$ cat config.mk
export PLATFORM = sky130hd
export DESIGN_NAME = ccm_ecc_ctrl
export DESIGN_NICKNAME = d
export VERILOG_FILES = /design/src/rtl/ccm_ecc_ctrl.sv
export SDC_FILE = /design/constraint.sdc
export NUM_CORES = 1
export LEC_CHECK = 0
export ABC_AREA = 1
export BUFFER_PORTS_ARGS = -buffer_cell sky130_fd_sc_hd__buf_4
export CAP_MARGIN = 10
export CORE_UTILIZATION = 40
export CTS_BUF_LIST = sky130_fd_sc_hd__clkbuf_4
export DETAILED_ROUTE_END_ITERATION = 8
export SLEW_MARGIN = 25
export SYNTH_ARGS = -nofsm -noshare
export SYNTH_HDL_FRONTEND = slang
export SYNTH_SLANG_ARGS = --single-unit
$ cat constraint.sdc
create_clock -name CLK -period 4.4 [get_ports CLK]
set_clock_uncertainty 0.15 [all_clocks]
set_input_delay 0.44 -clock CLK [delete_from_list [all_inputs] [get_ports CLK]]
set_output_delay 0.44 -clock CLK [all_outputs]
set_load 0.01 [all_outputs]
$ cat src/rtl/ccm_ecc_ctrl.sv
// SECDED ECC controller in front of the 2048x39 CCM SRAM macro.
// Encodes writes, checks/corrects reads, merges partial writes (RMW) and
// optionally scrubs corrected words back into the array.
module ccm_ecc_ctrl #(
   parameter bit          SCRUB_EN = 1'b1,
   parameter int unsigned CNT_W    = 16
) (
   input  logic             CLK,
   input  logic             RST,
   input  logic             req_valid,
   output logic             req_ready,
   input  logic             req_we,
   input  logic [3:0]       req_be,
   input  logic [10:0]      req_addr,
   input  logic [31:0]      req_wdata,
   output logic             rsp_valid,
   output logic [31:0]      rsp_rdata,
   output logic             rsp_sb_err,
   output logic             rsp_db_err,
   output logic [CNT_W-1:0] sb_err_cnt,
   output logic [10:0]      ram_adr,
   output logic [38:0]      ram_d,
   output logic             ram_we,
   input  logic [38:0]      ram_q
);

   localparam int unsigned AW = 11;
   localparam int unsigned DW = 32;
   localparam int unsigned CW = 39;

   typedef enum logic [1:0] {IDLE, RD, RMW, SCRUB} state_t;

   state_t          state, state_nxt;
   logic [AW-1:0]   lat_addr;
   logic [3:0]      lat_be;
   logic [DW-1:0]   lat_wdata;
   logic [5:0]      syn;
   logic            pm;
   logic            sb_c;
   logic            db_c;
   logic [DW-1:0]   fixed;
   logic [DW-1:0]   be_mask;
   logic [DW-1:0]   merged;

   // Hamming check bits: data bits occupy the non-power-of-two positions 3..38.
   function automatic logic [5:0] hamming_p(input logic [DW-1:0] d);
      logic [5:0] p;
      logic [4:0] k;
      p = '0;
      k = '0;
      for (int unsigned pos = 1; pos <= 38; pos++) begin
         if ((pos & (pos - 1)) != 0) begin
            p = p ^ ({6{d[k]}} & 6'(pos));
            k = k + 5'd1;
         end
      end
      return p;
   endfunction

   // Flip the data bit living at Hamming position s (no-op for check-bit positions).
   function automatic logic [DW-1:0] flip_pos(input logic [DW-1:0] d, input logic [5:0] s);
      logic [DW-1:0] r;
      logic [4:0]    k;
      r = d;
      k = '0;
      for (int unsigned pos = 1; pos <= 38; pos++) begin
         if ((pos & (pos - 1)) != 0) begin
            if (6'(pos) == s) r[k] = ~r[k];
            k = k + 5'd1;
         end
      end
      return r;
   endfunction

   // Full codeword: {overall parity, p5..p0, data}.
   function automatic logic [CW-1:0] encode(input logic [DW-1:0] d);
      logic [5:0] p;
      p = hamming_p(d);
      return {^{p, d}, p, d};
   endfunction

   // Check and correct the word coming back from the SRAM.
   always_comb begin
      syn     = hamming_p(ram_q[31:0]) ^ ram_q[37:32];
      pm      = ^ram_q;
      sb_c    = pm && (syn <= 6'd38);
      db_c    = (syn != 6'd0) && !sb_c;
      fixed   = sb_c ? flip_pos(ram_q[31:0], syn) : ram_q[31:0];
      be_mask = {{8{lat_be[3]}}, {8{lat_be[2]}}, {8{lat_be[1]}}, {8{lat_be[0]}}};
      merged  = (lat_wdata & be_mask) | (fixed & ~be_mask);
   end

   // Next state and SRAM pin drive.
   always_comb begin
      state_nxt = state;
      ram_adr   = lat_addr;
      ram_d     = '0;
      ram_we    = 1'b0;
      req_ready = (state == IDLE) && !RST;
      case (state)
         IDLE: begin
            ram_adr = req_addr;
            if (req_valid && !RST) begin
               if (!req_we) begin
                  state_nxt = RD;
               end else if (req_be == 4'hF) begin
                  ram_we = 1'b1;
                  ram_d  = encode(req_wdata);
               end else if (req_be != 4'h0) begin
                  state_nxt = RMW;
               end
            end
         end
         RD: state_nxt = (sb_c && SCRUB_EN) ? SCRUB : IDLE;
         RMW: begin
            state_nxt = IDLE;
            if (!db_c) begin
               ram_we = !RST;
               ram_d  = encode(merged);
            end
         end
         SCRUB: begin
            // rsp_rdata still holds the corrected word from the RD cycle
            state_nxt = IDLE;
            ram_we    = !RST;
            ram_d     = encode(rsp_rdata);
         end
         default: state_nxt = IDLE;
      endcase
   end

   // State, response pulses and saturating error counter.
   always_ff @(posedge CLK) begin
      if (RST) begin
         state      <= IDLE;
         rsp_valid  <= 1'b0;
         rsp_rdata  <= '0;
         rsp_sb_err <= 1'b0;
         rsp_db_err <= 1'b0;
         sb_err_cnt <= '0;
      end else begin
         state      <= state_nxt;
         rsp_valid  <= 1'b0;
         rsp_sb_err <= 1'b0;
         rsp_db_err <= 1'b0;
         if (state == RD) begin
            rsp_valid  <= 1'b1;
            rsp_rdata  <= fixed;
            rsp_sb_err <= sb_c;
            rsp_db_err <= db_c;
         end
         if (state == RMW) begin
            rsp_sb_err <= sb_c;
            rsp_db_err <= db_c;
         end
         if ((state == RD || state == RMW) && sb_c && (sb_err_cnt != '1))
            sb_err_cnt <= sb_err_cnt + CNT_W'(1);
      end
   end

   // Request latch for RD/RMW/SCRUB follow-up cycles.
   always_ff @(posedge CLK) begin
      if (state == IDLE && req_valid) begin
         lat_addr  <= req_addr;
         lat_be    <= req_be;
         lat_wdata <= req_wdata;
      end
   end

endmodule

# == After elaboration in Yosys (flattened, before gate mapping) ==
# Index checks and enable logic that the tools add are counted.
# classes
eq_ne,40
reduce_logical,19
bitwise_logic,161
add_sub_neg,91
muxes,682
magnitude_cmp,94
# ops
cell,count
$mux 6,225
$mux 5,218
$lt 5x6->1 const B,93
$bmux 1 s5,93
$add 5x1->5 const B,90
$xor 6x5->6,45
$mux 39,4
$xor 6x6->6,24
$xor 6x4->6,21
$pmux 39 s3,1
$reduce_xor 38->1,3
$mux 1,103
$eq 5x6->1 const A,15
$xor 5x5->5,14
$and 32x32->32,2
$mux 32,2
$xor 6x3->6,9
$eq 4x6->1 const A,7
$reduce_xor 39->1,1
$eq 6x6->1 const A,6
$not 1->1,32
$not 32->32,1
$or 32x32->32,1
$mux 31,1
53 further kinds,76
# word_totals
in_bits,90
out_inout_bits,103
word_cells,1096
register_bits,100

# == Logic depth before layout (Yosys ltp) ==
# depth
ltp_word,167
ltp_mapped,40

# == Least setup slack after synthesis ==
# Ideal clock, no wire load.
# synth_path
path_type,input to output
from,input ram_q[27]
to,output ram_d[38]
path_stages,33
path_slack_ns,0.418
required_ns,3.810
t_arrival_ns,3.392
path_cell_list,buf_4 -> xnor2_2 -> nand2_1 -> nand2_1 -> nand3_1 -> nand2_1 -> nand2_1 -> nand2_1 -> nand3_2 -> nand2_4 -> nand3_4 -> buf_6 -> o21ai_1 -> nand2_1 -> nand2_1 -> nand2_1 -> nand2_1 -> nand2_2 -> nand2_2 -> nand2_1 -> nand2_1 -> nand2_2 -> inv_1 -> nand3_1 -> nand2_1 -> nand3_1 -> nand2_1 -> nand2_1 -> nand2_1 -> nand2_1 -> nand3_1 -> nand3_2 -> a21oi_2
# synth_via
elab_chain_len,140
word_cells_on_any_way,240
cone_classes,order compare: 1; eq/ne: 32; mux: 161; bitwise: 40; reduce/logical: 6
# synth_rtl
element,line,rtl
start: declaration,24,input logic [38:0] ram_q
$xor 6x6->6 (5 in a row),53,p = p ^ ({6{d[k]}} & 6'(pos));
$xor 6x6->6,84,syn = hamming_p(ram_q[31:0]) ^ ram_q[37:32];
$eq 2x6->1,68,if (6'(pos) == s) r[k] = ~r[k];
$mux 1,68,
$mux 2,68,
$mux 3,68,
$mux 4,68,
$mux 5,68,
(+120 left out),n/a,
$mux 6,117,if (!db_c) begin
$mux 6,100,case (state)
$xor 6x6->6,53,
$mux 6,117,
$mux 6,100,
$reduce_xor 38->1,79,"return {^{p, d}, p, d};"
$mux 39 *,117,
$pmux 39 s3 *,100,
end: declaration,22,"output logic [38:0] ram_d,"
# Mark *: on every way between the ends. The rest lies on a longest branch, timed or not. The select of a mux whose other input is x is not followed.

# == Worst setup path in the final report ==
# layout_path
from,input ram_q[30]
to,output ram_d[38]
# layout_via
elab_chain_len,137
word_cells_on_any_way,237
cone_classes,order compare: 1; eq/ne: 32; mux: 161; bitwise: 37; reduce/logical: 6
# layout_rtl
element,line
$xor 6x6->6 (2 in a row),53
$xor 6x6->6,84
$eq 2x6->1,68
$mux 1,68
$mux 2,68
$mux 3,68
$mux 4,68
$mux 5,68
(+120 left out),n/a
$mux 6,117
$mux 6,100
$xor 6x6->6,53
$mux 6,117
$mux 6,100
$reduce_xor 38->1,79
$mux 39 *,117
$pmux 39 s3 *,100
# Marks and branches as above.

==> impl_metrics.tcl <==
set metrics [dict create \
    status "complete, but fails checks" \
    violations "negative setup slack" \
    yosysSeqAreaShare_pct 22.6 \
    crit_path_start_kind "input pin" \
    setup_viol 6 \
    wl_per_cell_um 17.8 \
    syn-mean-instance-area_um2 6.08 \
    synth_common_cells "nand2_1, inv_1, nand3_1" \
    hp-class "input pin to flip-flop" \
    cts_tree "built" \
    crit_top_cell "nand2_4" \
    dp_hpwl_um 35500 \
    yosys.area.top_type_share_pct 25.9 \
    numCtsBuffers 9 \
    worst_slack_ps -298 \
    wl_um 46200 \
    cp_slowest_stage_delay_ps 260 \
    drt_iter0_markers 1249 \
    post-route-min-period_ps 4700 \
    synth_edf_count 47 \
    syn_inst 1799 \
    vias 13400 \
    fin_nets 2345 \
    synth-async-reset-ratio_pct 0 \
    synth.cell_area_um2 10900 \
    clkSinkCount 100 \
    arrival_ps 4110 \
    antenna_found_initial 1 \
    fin_cells 2596 \
    area_delta_synth_final_pct 54.5 \
    grt_pass1_vias 12300 \
    worst_slew_margin_rel_pct 52.1 \
    die_h_um 167 \
    synthesis.nets 1895 \
    clockRootBuffer "clkbuf_4" \
    critPathCaptureType "primary output" \
    yosys.cell_types.count 49 \
    dp_cells 2477 \
    clockBufferDepth 2 \
    portBuffers 192 \
    h-tree-depth 3 \
    finalCritPeriodShare_pct 107 \
    fill_cells 2515 \
    antenna_left 0 \
    io-pin-count 193 \
    placementRows 60 \
    ys_top_cells_by_area "nand2_1, edfxtp_1, dfxtp_1" \
    yosysTopAreaCell "nand2_1" \
    worst_pin_slew_ps 718 \
    yosys.cell_count.top_type "nand2_1" \
    synthFlopType "dfxtp_1" \
    power_per_cell_area_nw_per_um2 564 \
    place_congestion 1.04 \
    cp_slowest_cell "bufbuf_16" \
    fin_util_pct 62.8 \
    clk_latency_ps 510 \
    crit_type "input pin to primary output" \
    cap_violations 0 \
    finalHoldViolCount 0 \
    die_w_um 167 \
    drt_pass1_iterations 7 \
    die_area_um2 28000 \
    drive_above_1_share_pct 40.9 \
    track_usage_pct 31.6 \
    ir_drop_uv 501 \
    fmax_mhz 213 \
    critPathRequiredTime_ps 3810 \
    grt_overflow 0 \
    ys_ff_latch 100 \
    power.leakage_nw 8.23 \
    start_util_pct 40.7 \
    core_area_um2 26900 \
    critical_path_peak_fanout 4 \
    via_per_inst 5.18 \
    yosys_warnings 0 \
    slew_viol_final 0 \
    grt_max_degree 48 \
    clk_pin_slew_worst_paths_ps 170 \
    drc_errors 0 \
    rsz0062_at_grt "true" \
    grt_pass1_wl_um 67800 \
]
[cells by family (layout without fill, tap and decap cells)]
logic type | count (synthesis) | after routing | synth area share, %
buffers and inverters | 247 | 701 | 8.95
adders and majority gates | 6 | 6 | 0.687
other | 0 | 1 | 0
DFF | 100 | 100 | 22.6
and+or+nand+nor | 1068 | 1069 | 41.2
xor gates and xnor gates | 209 | 209 | 17.4
AOI/OAI and AO/OA | 169 | 169 | 9.19
[sequential cells by signal (all words and copies together), names as in the netlist]
name	flops
rsp_db_err	1
rsp_valid	1
sb_err_cnt	16
lat_be	4
lat_wdata	32
state	2
lat_addr	11
rsp_sb_err	1
rsp_rdata	32
[final timing paths]
| path | startpoint | endpoint | slack [ps] | cells after the start |
|---|---|---|---|---|
| setup / recovery | ram_q[30] | ram_d[38] | -300 | 32 |
| hold / removal | req_wdata[16] | lat_wdata[16] | 60 | 1 |
| setup reg to reg | state[0] | sb_err_cnt[15] | 1490 | 18 |
| hold reg to reg | sb_err_cnt[8] | sb_err_cnt[8] | 370 | 1 |
[final cells by class]
| type | count | area (µm²) | share of cell area, % |
|---|---|---|---|
| Antenna cell | 1 | 2.50 | 0.0148 |
| Clock buffer | 9 | 67.6 | 0.400 |
| Clock inverter | 7 | 78.8 | 0.467 |
| Inverter | 195 | 783 | 4.64 |
| Multi-Input combinational cell | 1453 | 9010 | 53.4 |
| Sequential cell | 100 | 2470 | 14.6 |
| Tap cell | 341 | 427 | 2.53 |
| Timing Repair Buffer | 490 | 4050 | 23.9 |
[repair_timing]
| action | 4_1_cts | 5_1_grt |
|---|---|---|
| hold buffers | 45 | 0 |
| pin swaps | 88 | 129 |
| hold endpoints to repair | 45 | 0 |
| setup endpoints to repair | 7 | 22 |
| buffers inserted | 25 | 28 |
| resized for setup | 214 | 274 |
| gates cloned | 4 | 0 |
[critical path, delay by kind of cell]
kind                   cells  cell delay (ps)
XOR/XNOR                   3              630
buffers and inverters      6              870
AND/OR/NAND/NOR           22             2020
AO/OA/AOI/OAI              1              120
[routing by layer]
layer,wire length (µm),part of all wire (%),GRT usage [%]
met5,0,0,0
met4,1090,2.4,7.98
met3,3360,7.3,4.77
met2,21200,46,51.5
met1,20500,44,43.5
[report_power, final]
part | switching [mW] | internal [mW]
clock | 0.400 | 0.155
combinational | 4.34 | 3.15
sequential | 0.283 | 1.20
total | 5.02 | 4.50
[per-stage QoR]
stage / TNS, ps / worst slack, ps / area (µm²) / hold WS (ps) / power (mW)
after floorplan: 0 / 418 / 10900 / 334 / 5.79
after global placement: -1880 / -576 / 14100 / 318 / 7.67
after detailed placement: -2060 / -639 / 14100 / 329 / 7.74
after CTS: -247 / -223 / 15700 / 32.6 / 8.74
after global routing: -2080 / -555 / 16900 / 5.58 / 10.2
final: -542 / -298 / 16900 / 61.1 / 9.53
[layout by cell type (no fill, tap or decap), types with 9 or more instances in the layout]
master / instances
dlygate4sd3_1: 45
nand3_2: 49
buf_6: 25
xor2_1: 91
a31oi_1: 23
nand3_1: 73
dfxtp_1: 53
o21ai_2: 11
inv_4: 19
buf_4: 409
xnor2_2: 9
edfxtp_1: 47
clkbuf_4: 9
a21oi_1: 38
nand3_4: 10
nand2_4: 54
nor2_1: 77
o21ai_4: 9
nand2_1: 523
or2_2: 21
inv_2: 24
nand4_1: 9
nand2_2: 207
o21ai_0: 47
inv_1: 151
xnor2_1: 96
nor2_2: 14
o21ai_1: 13
nor2_4: 12
Note: power is estimated with default switching activity, not from simulation.
